--- src/rtl/mips_boot_pkg.sv ---
// Shared types and constants for the MIPS boot loader.
package mips_boot_pkg;

  typedef enum logic [2:0] {
    IDLE,
    LEN_HI,
    LEN_LO,
    DATA,
    WRITE,
    CHECK,
    RUN,
    ERROR
  } boot_state_t;

  localparam logic [7:0] SYNC_BYTE = 8'hA5;

endpackage

--- src/rtl/mips_boot_loader_word_assembler.sv ---
// Packs four big-endian bytes into a 32-bit word; word_full marks a complete word.
module boot_word_assembler (
  input  logic        clk,
  input  logic        reset,
  input  logic        i_clr,
  input  logic        i_shift,
  input  logic [7:0]  i_byte,
  output logic [31:0] o_word,
  output logic [1:0]  o_idx,
  output logic        o_word_full
);

  logic [31:0] r_word;
  logic [1:0]  r_idx;
  logic        r_full;

  // Index wraps 3 -> 0 on its own, so a new word always starts at byte 0.
  always_ff @(posedge clk or posedge reset) begin
    if (reset) begin
      r_word <= 32'h0;
      r_idx  <= 2'd0;
      r_full <= 1'b0;
    end else if (i_clr) begin
      r_word <= 32'h0;
      r_idx  <= 2'd0;
      r_full <= 1'b0;
    end else if (i_shift) begin
      r_word <= {r_word[23:0], i_byte};
      r_idx  <= r_idx + 2'd1;
      r_full <= (r_idx == 2'd3);
    end
  end

  assign o_word      = r_word;
  assign o_idx       = r_idx;
  assign o_word_full = r_full;

endmodule

--- src/rtl/mips_boot_loader.sv ---
// Holds the MIPS core in reset, loads a checksummed byte-stream image into memory,
// then releases the core and passes its bus straight through to memory.
module mips_boot_loader
  import mips_boot_pkg::*;
#(
  parameter int          MEM_WORDS = 64,
  parameter logic [31:0] BASE_ADDR = 32'h0
) (
  input  logic        clk,
  input  logic        reset,
  input  logic        rx_valid,
  input  logic [7:0]  rx_data,
  output logic        rx_ready,
  output logic        cpu_reset,
  input  logic [31:0] cpu_adr,
  input  logic [31:0] cpu_writedata,
  input  logic        cpu_memwrite,
  output logic [31:0] cpu_readdata,
  output logic [31:0] mem_adr,
  output logic [31:0] mem_writedata,
  output logic        mem_memwrite,
  input  logic [31:0] mem_readdata,
  output logic        loading,
  output logic        done,
  output logic        err,
  output logic [15:0] words_loaded
);

  localparam logic [31:0] MAX_WORDS = 32'(MEM_WORDS) - (BASE_ADDR >> 2);

  boot_state_t r_state;
  logic [15:0] r_len;
  logic [15:0] r_words;
  logic [7:0]  r_csum;
  logic [31:0] r_addr;
  logic        r_cpu_reset;
  logic        r_done;
  logic        r_err;

  logic        w_accept;
  logic        w_sync;
  logic        w_shift;
  logic [15:0] w_len;
  logic [15:0] w_words_nxt;
  logic [31:0] w_word;
  logic [1:0]  w_idx;
  logic        w_word_full;

  assign rx_ready    = (r_state != WRITE);
  assign w_accept    = rx_valid & rx_ready;
  assign w_sync      = w_accept && (rx_data == SYNC_BYTE) &&
                       ((r_state == IDLE) || (r_state == ERROR));
  assign w_shift     = w_accept && (r_state == DATA);
  assign w_len       = {r_len[15:8], rx_data};
  assign w_words_nxt = r_words + 16'd1;

  boot_word_assembler u_asm (
    .clk         (clk),
    .reset       (reset),
    .i_clr       (w_sync),
    .i_shift     (w_shift),
    .i_byte      (rx_data),
    .o_word      (w_word),
    .o_idx       (w_idx),
    .o_word_full (w_word_full)
  );

  always_ff @(posedge clk or posedge reset) begin
    if (reset) begin
      r_state     <= IDLE;
      r_len       <= 16'h0;
      r_words     <= 16'h0;
      r_csum      <= 8'h0;
      r_addr      <= BASE_ADDR;
      r_cpu_reset <= 1'b1;
      r_done      <= 1'b0;
      r_err       <= 1'b0;
    end else begin
      case (r_state)
        IDLE, ERROR: begin
          // A sync byte in ERROR restarts the whole load from BASE_ADDR.
          if (w_sync) begin
            r_state <= LEN_HI;
            r_err   <= 1'b0;
            r_words <= 16'h0;
            r_csum  <= 8'h0;
            r_addr  <= BASE_ADDR;
          end
        end
        LEN_HI: begin
          if (w_accept) begin
            r_len[15:8] <= rx_data;
            r_state     <= LEN_LO;
          end
        end
        LEN_LO: begin
          if (w_accept) begin
            r_len[7:0] <= rx_data;
            if (w_len == 16'h0) begin
              r_state <= CHECK;
            end else if ({16'h0, w_len} > MAX_WORDS) begin
              r_state <= ERROR;
              r_err   <= 1'b1;
            end else begin
              r_state <= DATA;
            end
          end
        end
        DATA: begin
          if (w_accept) begin
            r_csum <= r_csum + rx_data;
            if (w_idx == 2'd3) r_state <= WRITE;
          end
        end
        WRITE: begin
          r_addr  <= r_addr + 32'd4;
          r_words <= w_words_nxt;
          r_state <= (w_words_nxt == r_len) ? CHECK : DATA;
        end
        CHECK: begin
          if (w_accept) begin
            if (rx_data == r_csum) begin
              r_state     <= RUN;
              r_cpu_reset <= 1'b0;
              r_done      <= 1'b1;
            end else begin
              r_state <= ERROR;
              r_err   <= 1'b1;
            end
          end
        end
        RUN: r_state <= RUN;
        default: r_state <= IDLE;
      endcase
    end
  end

  always_comb begin
    mem_adr       = r_addr;
    mem_writedata = w_word;
    mem_memwrite  = (r_state == WRITE) && w_word_full;
    if (r_state == RUN) begin
      mem_adr       = cpu_adr;
      mem_writedata = cpu_writedata;
      mem_memwrite  = cpu_memwrite;
    end
  end

  assign cpu_readdata = mem_readdata;
  assign loading      = (r_state == LEN_HI) || (r_state == LEN_LO) ||
                        (r_state == DATA)   || (r_state == WRITE)  ||
                        (r_state == CHECK);
  assign cpu_reset    = r_cpu_reset;
  assign done         = r_done;
  assign err          = r_err;
  assign words_loaded = r_words;

endmodule

--- config.mk ---
export PLATFORM = sky130hd
export DESIGN_NAME = mips_boot_loader
export DESIGN_NICKNAME = d
export VERILOG_FILES = /design/src/rtl/mips_boot_pkg.sv /design/src/rtl/mips_boot_loader_word_assembler.sv /design/src/rtl/mips_boot_loader.sv
export SDC_FILE = /design/constraint.sdc
export NUM_CORES = 1
export LEC_CHECK = 0
export ABC_AREA = 1
export CORE_ASPECT_RATIO = 1.75
export CORE_MARGIN = 1
export CORE_UTILIZATION = 45
export CTS_CLUSTER_DIAMETER = 30
export DETAILED_ROUTE_END_ITERATION = 7
export PLACE_DENSITY_LB_ADDON = 0.25
export SYNTH_ARGS = -nofsm -noshare
export SYNTH_HDL_FRONTEND = slang
export SYNTH_SLANG_ARGS = --single-unit
export TNS_END_PERCENT = 10
--- constraint.sdc ---
create_clock -name clk -period 6.35 [get_ports clk]
set_input_delay 0.635 -clock clk [delete_from_list [all_inputs] [get_ports clk]]
set_output_delay 0.635 -clock clk [all_outputs]
set_load 0.01 [all_outputs]
==> flow_metrics.py <==
metrics = {
    "yosys": {
        "synthFlopType": "dfrtp_1",
        "syn_nets": 1123,
        "yosys_warnings": 0,
        "ys_seq_area_frac": 0.394,
        "async_reset_ff_frac": 1.00,
        "synthCells": 1004,
        "synth_enable_flop_cells": 0,
        "ys_ff_latch": 111,
        "synth_top_area_frac": 0.390,
        "avgSynthCellArea_sq_um": 7.02,
        "netlist_area_sq_um": 7050,
        "yosysTopAreaCell": "dfrtp_1",
        "synthTopCellsByArea": "dfrtp_1 (39%), nand2_1 (17%), inv_1 (6.8%)",
        "synthDistinctLibCells": 44,
    },
    "cts": {
        "cts-buffers-inserted": 9,
        "cts_tree": "done",
        "root_buffer": "clkbuf_16",
        "clock_path_buffers": 2,
        "clk_pin_slew_ns": 0.07,
        "cts_setup_buffers": 0,
        "cts-hold-fix-buffers": 0,
        "cts_max_level": 3,
        "numClockSinks": 111,
        "clkLatencyLatePin_ns": 0.35,
        "cts_resized": 0,
    },
    "finish": {
        "diodes": 0,
        "drive_above_1_share": 0.0410,
        "final_nets": 1236,
        "regArea_sq_um": 2780,
        "syn_to_final_growth_pct": 25.3,
        "multi_input_area_sq_um": 3410,
        "final_area_sq_um": 8830,
        "fill_cells": 1489,
    },
    "timing": {
        "period_minus_slack_ns": 3.22,
        "finalSetupViolCount": 0,
        "finalCritPeriodShare": 0.508,
        "worst_pin_slew_ns": 0.964,
        "fin_tns_setup_ns": 0,
        "fmax_mhz": 310,
        "rsz0062_at_grt": "no",
        "relSlewSlack": 0.356,
        "clock_skew_ns": 0.0115,
        "finalMaxSlewViolations": 0,
        "hold_viol": 0,
    },
    "power_and_ir_drop": {
        "p_int_mw": 2.12,
        "pwr-share-clk": 0.145,
        "p_comb_frac": 0.510,
        "power_density_nw_per_um2": 415,
        "max-vdd-ir-drop_mv": 0.239,
        "sw_frac_of_total": 0.421,
        "p_sw_mw": 1.54,
        "seq_power_share": 0.345,
        "leakage_nw": 4.37,
    },
    "place": {
        "io_buffers": 161,
        "post-dp-hpwl_microns": 14000,
        "placed_area_sq_um": 8560,
        "gp_congestion": 0.877,
    },
    "floorplanning": {
        "start_util": 0.460,
        "rows": 60,
        "die_area_sq_um": 16200,
        "core_sq_um": 15300,
        "die_height_microns": 168,
        "die_x_microns": 96.6,
        "pin_count": 226,
    },
    "routing": {
        "via_per_inst": 5.28,
        "vias": 6903,
        "dr.pass1.iters": 5,
        "drc": 0,
        "drt_iter0_drc": 397,
        "antenna_left": 0,
        "drt_wl_total_microns": 18800,
        "wire_per_inst_microns": 14.4,
    },
    "global_route": {
        "antenna_found_initial": 0,
        "grt_use_total": 0.238,
        "overflow": 0,
        "grt_max_degree": 88,
        "grt_pass1_vias": 6774,
        "grt_pass1_wl_microns": 31800,
    },
    "critical_path": {
        "start_kind": "register",
        "cp_max_fo": 87,
        "crit_required_ns": 5.71,
        "end_kind": "output pin",
        "rr_worst_depth": 9,
        "critPathKind": "register to output pin",
        "cp.arrival_ns": 2.59,
        "reg2reg_slack_ns": 3.30,
    },
    "run": {
        "drv_cap": 0,
    },
    "run_status": {
        "status": "completed",
    },
    "worst_hold_path": {
        "hp-class": "register to register",
        "min_path_cells": 2,
    },
}
==> registers in the layout, summed over array words and instances (netlist names) <==
name,flops
u_asm.o_word_full,1
u_asm.o_idx,2
done,1
words_loaded,16
cpu_reset,1
r_state,3
r_csum,8
r_addr,30
err,1
r_len,16
u_asm.o_word,32
==> critical path, stage by stage (launching register included) <==
cell and delay, ns:
dfrtp_1 0.49, inv_1 0.16, nor2_4 0.14, buf_4 0.60
nand2_1 0.10, o21ai_0 0.11, clkdlybuf4s50_1 0.58
==> path summary, 6_finish.rpt <==
path | startpoint | to
setup reg to reg | r_state[0] | r_addr[8]
min in group asynchronous | reset | u_asm.o_word[28]
setup / recovery | r_state[2] | mem_adr[15]
max in group asynchronous | reset | u_asm.o_word[11]
hold / removal | cpu_reset | cpu_reset
hold reg to reg | cpu_reset | cpu_reset
==> per-layer routing <==
metal	up-vias	global-route usage	routed length, microns
li1	3447	-	-
met1	3204	0.274	7570
met2	202	0.438	9880
met3	50	0.0255	777
met4	0	0.108	604
met5	-	0	0
==> area by class of cell <==
class | count | area share
multi-input cells | 697 | 0.386
clock buffers | 13 | 0.0283
repair buffers | 166 | 0.187
flip-flops and latches | 111 | 0.315
well taps | 186 | 0.0263
inverters | 132 | 0.0564
clock inverters | 3 | 0.00212
==> cell families (layout without fill, tap and decap cells) <==
group | Yosys count | in the layout | share of synthesized area
simple gates | 520 | 520 | 0.317
compound gates | 154 | 154 | 0.129
fa+ha+maj | 11 | 11 | 0.0206
buf+inv | 196 | 314 | 0.124
flops | 111 | 111 | 0.394
mux | 1 | 1 | 0.00142
xor+xnor | 11 | 11 | 0.0137
==> stage by stage <==
stage	setup WS (ns)	power, mW	util	cells	hold slack, ns
finish	3.13	3.67	0.577	1308	0.446
global route	2.86	3.98	0.577	1308	0.454
CTS	3.16	3.70	0.577	1308	0.446
detailed placement	2.98	3.15	0.559	1292	0.434
global placement	2.98	3.12	0.559	1292	0.433
floorplan	2.79	2.35	-	1004	0.450
==> synth_stat cells (8+ instances only) <==
| library cell | instances |
|---|---|
| buf_2 | 13 |
| o21ai_0 | 70 |
| o22ai_1 | 16 |
| ha_1 | 10 |
| nor2_2 | 8 |
| nor2_1 | 70 |
| inv_1 | 128 |
| nand4_1 | 24 |
| nand2_1 | 325 |
| a21oi_1 | 22 |
| nor3_1 | 9 |
| buf_4 | 32 |
| xor2_1 | 9 |
| dfrtp_1 | 110 |
| a22oi_1 | 31 |
| clkbuf_1 | 18 |
| nand3_1 | 58 |
==> cell usage in the layout (no fill, tap or decap), types with 3 or more instances in the layout <==
cell type / count
nand3_2: 3
buf_4: 5
o21ai_0: 70
clkdlybuf4s50_1: 161
o22ai_1: 16
inv_2: 3
nand3_1: 58
a22o_1: 3
a21oi_1: 22
nand3b_1: 3
nand2_1: 325
nor3_1: 9
nand4_1: 24
nor2_4: 4
inv_1: 127
nor2_2: 8
nor4_1: 7
ha_1: 10
dfrtp_1: 110
xor2_1: 9
a22oi_1: 31
clkbuf_16: 9
clkbuf_1: 3
or2_2: 3
nor2_1: 69
==> power groups by stage <==
stage,Clock [mW],Sequential [mW],Combinational [mW]
2_1_floorplan,0,1.20,1.16
3_3_place_gp,0,1.27,1.85
3_5_place_dp,0,1.28,1.88
4_1_cts,0.543,1.27,1.89
5_1_grt,0.568,1.31,2.11
6_report,0.532,1.27,1.87
Power figures use the tool's default switching activity.
